--- src/rtl/cnn_loader.sv ---
// Avalon-MM initiator feeding the CNN peripheral: byte loads into region ports, byte readback to a stream.
// Loads take 2 cycles/byte at best; readback takes 1+READ_LATENCY+1 cycles/byte; all strobes hold under waitrequest.
module cnn_loader #(
  parameter int ADDR_W       = 19,
  parameter int LEN_W        = 19,
  parameter int READ_LATENCY = 1
) (
  input  logic              clk,
  input  logic              reset,
  input  logic              cmd_valid,
  output logic              cmd_ready,
  input  logic              cmd_op,
  input  logic [2:0]        cmd_region,
  input  logic [ADDR_W-1:0] cmd_base,
  input  logic [LEN_W-1:0]  cmd_len,
  input  logic [7:0]        s_data,
  input  logic              s_valid,
  output logic              s_ready,
  output logic [7:0]        m_data,
  output logic              m_valid,
  input  logic              m_ready,
  output logic [ADDR_W-1:0] avm_address,
  output logic              avm_chipselect,
  output logic              avm_write,
  output logic              avm_read,
  output logic [7:0]        avm_writedata,
  input  logic [7:0]        avm_readdata,
  input  logic              avm_waitrequest,
  output logic              busy,
  output logic              done,
  output logic              err
);

  typedef enum logic [2:0] {
    IDLE, WR_FETCH, WR_BUS, RD_ISSUE, RD_WAIT, RD_OUT, FINISH
  } state_t;

  state_t            state;
  logic [2:0]        region;
  logic [ADDR_W-1:0] base;
  logic [LEN_W-1:0]  len;
  logic [LEN_W-1:0]  cnt;
  logic [LEN_W-1:0]  cnt_nxt;
  logic [2:0]        lat_cnt;
  logic              last;

  assign cnt_nxt = cnt + LEN_W'(1);
  assign last    = (cnt_nxt == len);

  always_ff @(posedge clk) begin
    if (reset) begin
      state          <= IDLE;
      region         <= '0;
      base           <= '0;
      len            <= '0;
      cnt            <= '0;
      lat_cnt        <= '0;
      cmd_ready      <= 1'b0;
      s_ready        <= 1'b0;
      m_data         <= '0;
      m_valid        <= 1'b0;
      avm_address    <= '0;
      avm_chipselect <= 1'b0;
      avm_write      <= 1'b0;
      avm_read       <= 1'b0;
      avm_writedata  <= '0;
      busy           <= 1'b0;
      done           <= 1'b0;
      err            <= 1'b0;
    end else begin
      done <= 1'b0;
      err  <= 1'b0;
      case (state)
        IDLE: begin
          cmd_ready <= 1'b1;
          if (cmd_valid && cmd_ready) begin
            region <= cmd_region;
            base   <= cmd_base;
            len    <= cmd_len;
            cnt    <= '0;
            if (cmd_len == '0) begin
              state     <= FINISH;
              done      <= 1'b1;
              busy      <= 1'b1;
              cmd_ready <= 1'b0;
            end else if (!cmd_op && (cmd_region > 3'd4)) begin
              // rejected load: stay ready so the next command can follow at once
              err <= 1'b1;
            end else if (!cmd_op) begin
              state     <= WR_FETCH;
              s_ready   <= 1'b1;
              busy      <= 1'b1;
              cmd_ready <= 1'b0;
            end else begin
              state          <= RD_ISSUE;
              avm_chipselect <= 1'b1;
              avm_read       <= 1'b1;
              avm_address    <= cmd_base;
              busy           <= 1'b1;
              cmd_ready      <= 1'b0;
            end
          end
        end
        WR_FETCH: begin
          if (s_valid) begin
            avm_writedata  <= s_data;
            s_ready        <= 1'b0;
            avm_chipselect <= 1'b1;
            avm_write      <= 1'b1;
            avm_address    <= ADDR_W'(region);
            state          <= WR_BUS;
          end
        end
        WR_BUS: begin
          if (!avm_waitrequest) begin
            avm_chipselect <= 1'b0;
            avm_write      <= 1'b0;
            cnt            <= cnt_nxt;
            if (last) begin
              state <= FINISH;
              done  <= 1'b1;
            end else begin
              state   <= WR_FETCH;
              s_ready <= 1'b1;
            end
          end
        end
        RD_ISSUE: begin
          if (!avm_waitrequest) begin
            avm_chipselect <= 1'b0;
            avm_read       <= 1'b0;
            lat_cnt        <= 3'd1;
            state          <= RD_WAIT;
          end
        end
        RD_WAIT: begin
          // lat_cnt counts cycles since the accepted read; data is valid when it reaches the latency
          if (lat_cnt == 3'(READ_LATENCY)) begin
            m_data  <= avm_readdata;
            m_valid <= 1'b1;
            state   <= RD_OUT;
          end else begin
            lat_cnt <= lat_cnt + 3'd1;
          end
        end
        RD_OUT: begin
          if (m_ready) begin
            m_valid <= 1'b0;
            cnt     <= cnt_nxt;
            if (last) begin
              state <= FINISH;
              done  <= 1'b1;
            end else begin
              state          <= RD_ISSUE;
              avm_chipselect <= 1'b1;
              avm_read       <= 1'b1;
              avm_address    <= base + ADDR_W'(cnt_nxt);
            end
          end
        end
        FINISH: begin
          state     <= IDLE;
          busy      <= 1'b0;
          cmd_ready <= 1'b1;
        end
        default: state <= IDLE;
      endcase
    end
  end

endmodule
--- config.mk ---
export PLATFORM = sky130hd
export DESIGN_NAME = cnn_loader
export DESIGN_NICKNAME = d
export VERILOG_FILES = /design/src/rtl/cnn_loader.sv
export SDC_FILE = /design/constraint.sdc
export NUM_CORES = 1
export LEC_CHECK = 0
export BUFFER_PORTS_ARGS = -buffer_cell sky130_fd_sc_hd__buf_2
export CELL_PAD_IN_SITES_DETAIL_PLACEMENT = 0
export CELL_PAD_IN_SITES_GLOBAL_PLACEMENT = 2
export CORE_MARGIN = 2
export CORE_UTILIZATION = 33
export DETAILED_ROUTE_END_ITERATION = 8
export PLACE_DENSITY = 0.85
export SETUP_SLACK_MARGIN = 0.2
export SKIP_CTS_REPAIR_TIMING = 1
export SLEW_MARGIN = 15
export SYNTH_ARGS = -nofsm -noshare
export SYNTH_HDL_FRONTEND = slang
export SYNTH_SLANG_ARGS = --single-unit
--- constraint.sdc ---
create_clock -name clk -period 4.7 [get_ports clk]
set_clock_uncertainty 0.15 [all_clocks]
set_input_delay 0.705 -clock clk [delete_from_list [all_inputs] [get_ports clk]]
set_output_delay 0.705 -clock clk [all_outputs]
set_load 0.01 [all_outputs]
Word-level counts from Yosys, hierarchy flattened:

Cells that the tools add are included.
Widths: inputs -> output; s select.

* register bits after elaboration: 110
* input bits: 64
* output and inout bits: 44
* word-level logic and storage cells: 138

* $add $sub $neg: 3
* order comparisons: 1
* equal/unequal tests: 23
* multiplexer cells: 62
* bitwise operators: 2
* reductions and logical operators: 29

Operator list (count)
* $mux 19: 10
* $pmux 19 s3: 2
* $mux 3: 12
* $ne 2x2->1 const B: 14
* $mux 1: 27
* $reduce_and 8->1: 3
* $add 19x1->19 const B: 1
* $add 19x19->19: 1
* $eq 19x19->1: 1
* $logic_not 19->1: 1
* $pmux 3 s6: 1
* $reduce_and 3->1: 4
* $reduce_bool 3->1: 4
* $eq 3x3->1 const B: 3
* $pmux 1 s3: 3
* $reduce_and 9->1: 1
* $pmux 1 s2: 4
* $reduce_bool 2->1: 4
* $reduce_and 7->1: 1
* $eq 3x1->1 const B: 2
* $eq 3x2->1 const B: 2
* $pmux 3 s2: 1
* $reduce_and 2->1: 3
* $pmux 1 s4: 1
* other kinds (12): 14

Longest topological paths before layout:

* depth in word-level cells: 6
* mapped depth: 15
* depth with buffers taken out: 15

Least setup slack after synthesis:

No wires, ideal clock.

* path kind: flip-flop to flip-flop
* start point: register cnt[1]
* end point: register avm_address[17]
* setup time: 88 ps
* arrival time: 3317 ps
* data required time: 4462 ps
* path slack: 1145 ps
* stages on the path, launching flop included: 16
* path buffers: 0
* period minus slack after synthesis: 3555 ps
* cells stage by stage: dfxtp_1 -> ha_1 -> and4_1 -> nand2_1 -> xor2_1 -> inv_1 -> ha_1 -> o21a_1 -> o21a_1 -> and3_1 -> a211oi_1 -> nor2_1 -> a221oi_1 -> xnor2_1 -> nand2_1 -> a311oi_2

* longest elaborated chain between the ends: 5
* elaborated cells between the ends (all ways): 8
* those cells by class: add/sub: 2; eq/ne: 2; mux: 3; reduce/logical: 1

RTL lines
* from (decl): RTL line 42 `logic [LEN_W-1:0] cnt;`
* from (signal assigned): RTL line 118 `cnt <= cnt_nxt;`
* from (signal assigned): RTL line 149 `cnt <= cnt_nxt;`
* $add 19x1->19 (*): RTL line 47 `assign cnt_nxt = cnt + LEN_W'(1);`
* $add 19x19->19: RTL line 157 `avm_address <= base + ADDR_W'(cnt_nxt);`
* $mux 19: RTL line 150 `if (last) begin`
* $mux 19: RTL line 147 `if (m_ready) begin`
* $pmux 19 s3: RTL line 73 `case (state)`
* to (signal assigned): RTL line 98 `avm_address <= cmd_base;`
* to (signal assigned): RTL line 110 `avm_address <= ADDR_W'(region);`
* to (signal assigned): RTL line 157
* to (decl): RTL line 22 `output logic [ADDR_W-1:0] avm_address,`

Every way passes the cells marked *; elsewhere a longest branch is shown, timed or not. The select of a mux whose other input is x is not followed.
A chain may end at the register's enable or synchronous reset.

Worst setup path in the final report:

* start point: register cnt[0]
* end point: register avm_address[17]

The elaborated chain is that of the path after synthesis.

==> reports/results.ini <==
[sta]
min_period_ns = 4.15
grt_setup_unrepaired = false
maxSlewHeadroom = 0.342
fin_crit_sh = 0.882
setup_tns_ns = 0
worst_pin_slew_ns = 0.983
slew_viol_final = 0
fmaxAchievable_mhz = 241
final-setup-viol-count = 0
timing.final.hold_violations = 0
whs_ns = 0.308

[routing]
routed_wire_length_per_instance_um = 16.4
drt-pass1-iter-count = 4
route.vias.total = 5993
detail_route.vias_per_cell = 5.13
drc_errors = 0
drt_iter0_drc = 330
detail_route.wirelength_mm = 19.1
final_antenna_net_count = 0

[synthesis]
post_synth_inst_count = 820
synthDominantCellAreaShare = 0.338
post_synth_and_or_nand_nor_area_fraction = 0.248
muxShareOfSynthArea = 0.0323
synth.net_count = 906
synth_async_sr_flop_share = 0
synth_cell_types = 69
post_synth_xor_area_fraction = 0.0620
synth_enable_flop_cells = 0
synth_seq_area_share = 0.338
synth_area_leaders = dfxtp_1, nand2_1, a21oi_1
synth-main-ff-cell = dfxtp_1
synth_top_family_by_area = simple AND/OR/NAND/NOR gates
synthAdderAreaFrac = 0.0434
post_synth_instance_area_mm2 = 0.00651
synth-compound-area-share = 0.226
ys_seq_elements = 110
post_synth.cell_area_avg_um2 = 7.95
yosys.area.top_type = dfxtp_1
yosysWarnings = 0

[clock_network]
ctsRootBufferMaster = clkbuf_16
cts_sinks = 110
cts_buffers = 9
clock_path_buffers = 2
clk_latency_ns = 0.36
tritoncts = built
clk_pin_slew_worst_paths_ns = 0.08
htreeDepth = 3

[power]
power-per-cell-area_mw_per_mm2 = 440
power.net_switching_mw = 1.37
power.internal_mw = 1.95
seqPwrFrac = 0.375
vdd_ir_drop_max_uv = 229
power.share.combinational = 0.397
swShare = 0.413
power_leakage_nw = 3.03
clock_group_share_of_total_power = 0.228

[setup_path]
worstSetupStartpointType = flop
timing.critical_path.max_delay_family = compound AO/OA/AOI/OAI gates
critical_path_buf_inv_count = 1
critPathKind = flop to flop
crit_path_cell_trace = ha_1, and4_1, nand2_1, xor2_1, inv_1, ha_1, or3_1, a221o_1, a211oi_1, nor2_1, a221oi_1, xnor2_1, nand2_1, a311oi_2
cp.arrival_ns = 4.27
regToRegEndpoint = avm_address[17]
r2r_start = cnt[0]
worstPathRequired_ns = 4.83
crit_path_max_incr_delay_ns = 0.50
reg2reg_depth = 14
cp_slowest_cell = dfxtp_1
crit_path_end_kind = flop
critPathMaxFanout = 8
worst-r2r-setup-slack_ns = 0.55

[floorplanning]
design.die.area_mm2 = 0.0209
io-pin-count = 108
dieHeight_um = 145
start_util = 0.336
fp.coreArea_mm2 = 0.0194
rows = 51
die_width_um = 145

[min_path]
whs_path_depth = 2
hp-class = flop to flop
worst_hold_path.endpoint = region[0]
min-delay-start = region[0]

[finish]
finish.utilization = 0.388
drive_gt1_frac = 0.198
areaGrowthSynthToFinish_pct = 15.5
fillCellCount = 2115
n_diodes = 0
nNetsFinal = 985

[outcome]
outcome = finished, final reports clean

[global_route]
global_route_wire_length_before_repair_mm = 30.2
number_of_antenna_violations_at_the_first_check_in_global_routing = 0
first_global_vias = 5509
gr-total-overflow = 0
grt_max_degree = 83
global_route.usage.total = 0.187

[job]
cap_violations = 0

[placed_design]
place.detailed.hpwl_mm = 14.0
io_buffer_count = 107
place.gp.congestion = 0.890

state kept, by name, summed over array words and instances, names as in the netlist:
register,cells
cnt,19
cmd_ready,1
avm_read,1
m_valid,1
m_data,8
err,1
avm_write,1
avm_chipselect,1
len,19
region,3
avm_writedata,8
s_ready,1
base,19
busy,1
state,3
lat_cnt,3
avm_address,19
done,1
cell usage after synthesis, drive strengths merged, types with 6 or more instances:
master / count
a211oi: 20
a21oi: 95
a22oi: 10
a311oi: 7
and3: 6
buf: 14
clkbuf: 39
dfxtp: 110
ha: 21
inv: 20
mux2i: 21
nand2: 133
nand3: 25
nand4: 12
nor2: 88
nor3: 12
nor4: 12
o211ai: 6
o21ai: 40
o31ai: 7
or2: 6
or3: 12
xnor2: 29
xor2: 12
metal layers:
metal / global-route usage / share of wire
met5: 0 / 0
met4: 0.0577 / 0.014
met3: 0.0265 / 0.046
met2: 0.290 / 0.45
met1: 0.268 / 0.49
cells by family after synthesis:
group / Yosys count
mux: 21
compound gates: 219
xor+xnor: 43
fa+ha+maj: 22
buf+inv: 74
simple gates: 331
flops: 110
power groups by stage:
stage | Sequential [mW] | Clock [mW] | Combinational [mW]
6_report | 1.24 | 0.756 | 1.32
3_5_place_dp | 1.26 | 0 | 1.33
3_3_place_gp | 1.26 | 0 | 1.33
4_1_cts | 1.24 | 0.780 | 1.33
5_1_grt | 1.27 | 0.817 | 1.47
2_1_floorplan | 1.24 | 0 | 0.958
worst min-delay path, stage by stage (launching register included):
cell and delay (ns):
dfxtp_1 0.31, nand2_1 0.05, a21oi_1 0.05
cells in the final DEF (no fill, tap or decap), types with 21 or more instances in the layout:
cell type	n
dfxtp_1	110
buf_2	106
nand2_1	132
nand3_1	22
xnor2_1	29
a21oi_1	94
ha_1	21
mux2i_1	21
nor2_1	88
o21ai_0	37
how the worst max path moves through the flow:
stage                 from         endpoint  slack (ns)  cells past startpoint
floorplan           cnt[1]  avm_address[17]        1.14                     15
global placement    cnt[0]  avm_address[17]        0.68                     14
detailed placement  cnt[0]  avm_address[17]        0.59                     14
CTS                 cnt[0]  avm_address[17]        0.57                     14
global route        cnt[0]  avm_address[17]        0.23                     14
finish              cnt[0]  avm_address[17]        0.55                     14
cell type report:
type / instances / area, µm² / area share
flip-flops and latches: 110 / 2200 / 0.293
well taps: 265 / 332 / 0.0441
multi-input cells: 636 / 3990 / 0.531
clock buffers: 10 / 229 / 0.0304
repair buffers: 121 / 643 / 0.0855
clock inverters: 6 / 45.0 / 0.00599
inverters: 21 / 78.8 / 0.0105
metrics by stage:
| step | cells | instance area [µm²] | setup WS, ns | power [mW] |
|---|---|---|---|---|
| 2_1_floorplan | 820 | 6520 | 1.14 | 2.20 |
| 5_1_grt | 1169 | 7520 | 0.232 | 3.55 |
| 3_5_place_dp | 1153 | 7250 | 0.593 | 2.59 |
| 3_3_place_gp | 1153 | 7250 | 0.684 | 2.59 |
| 6_report | 1169 | 7520 | 0.553 | 3.31 |
| 4_1_cts | 1169 | 7520 | 0.566 | 3.36 |
Power figures use the tool's default switching activity.
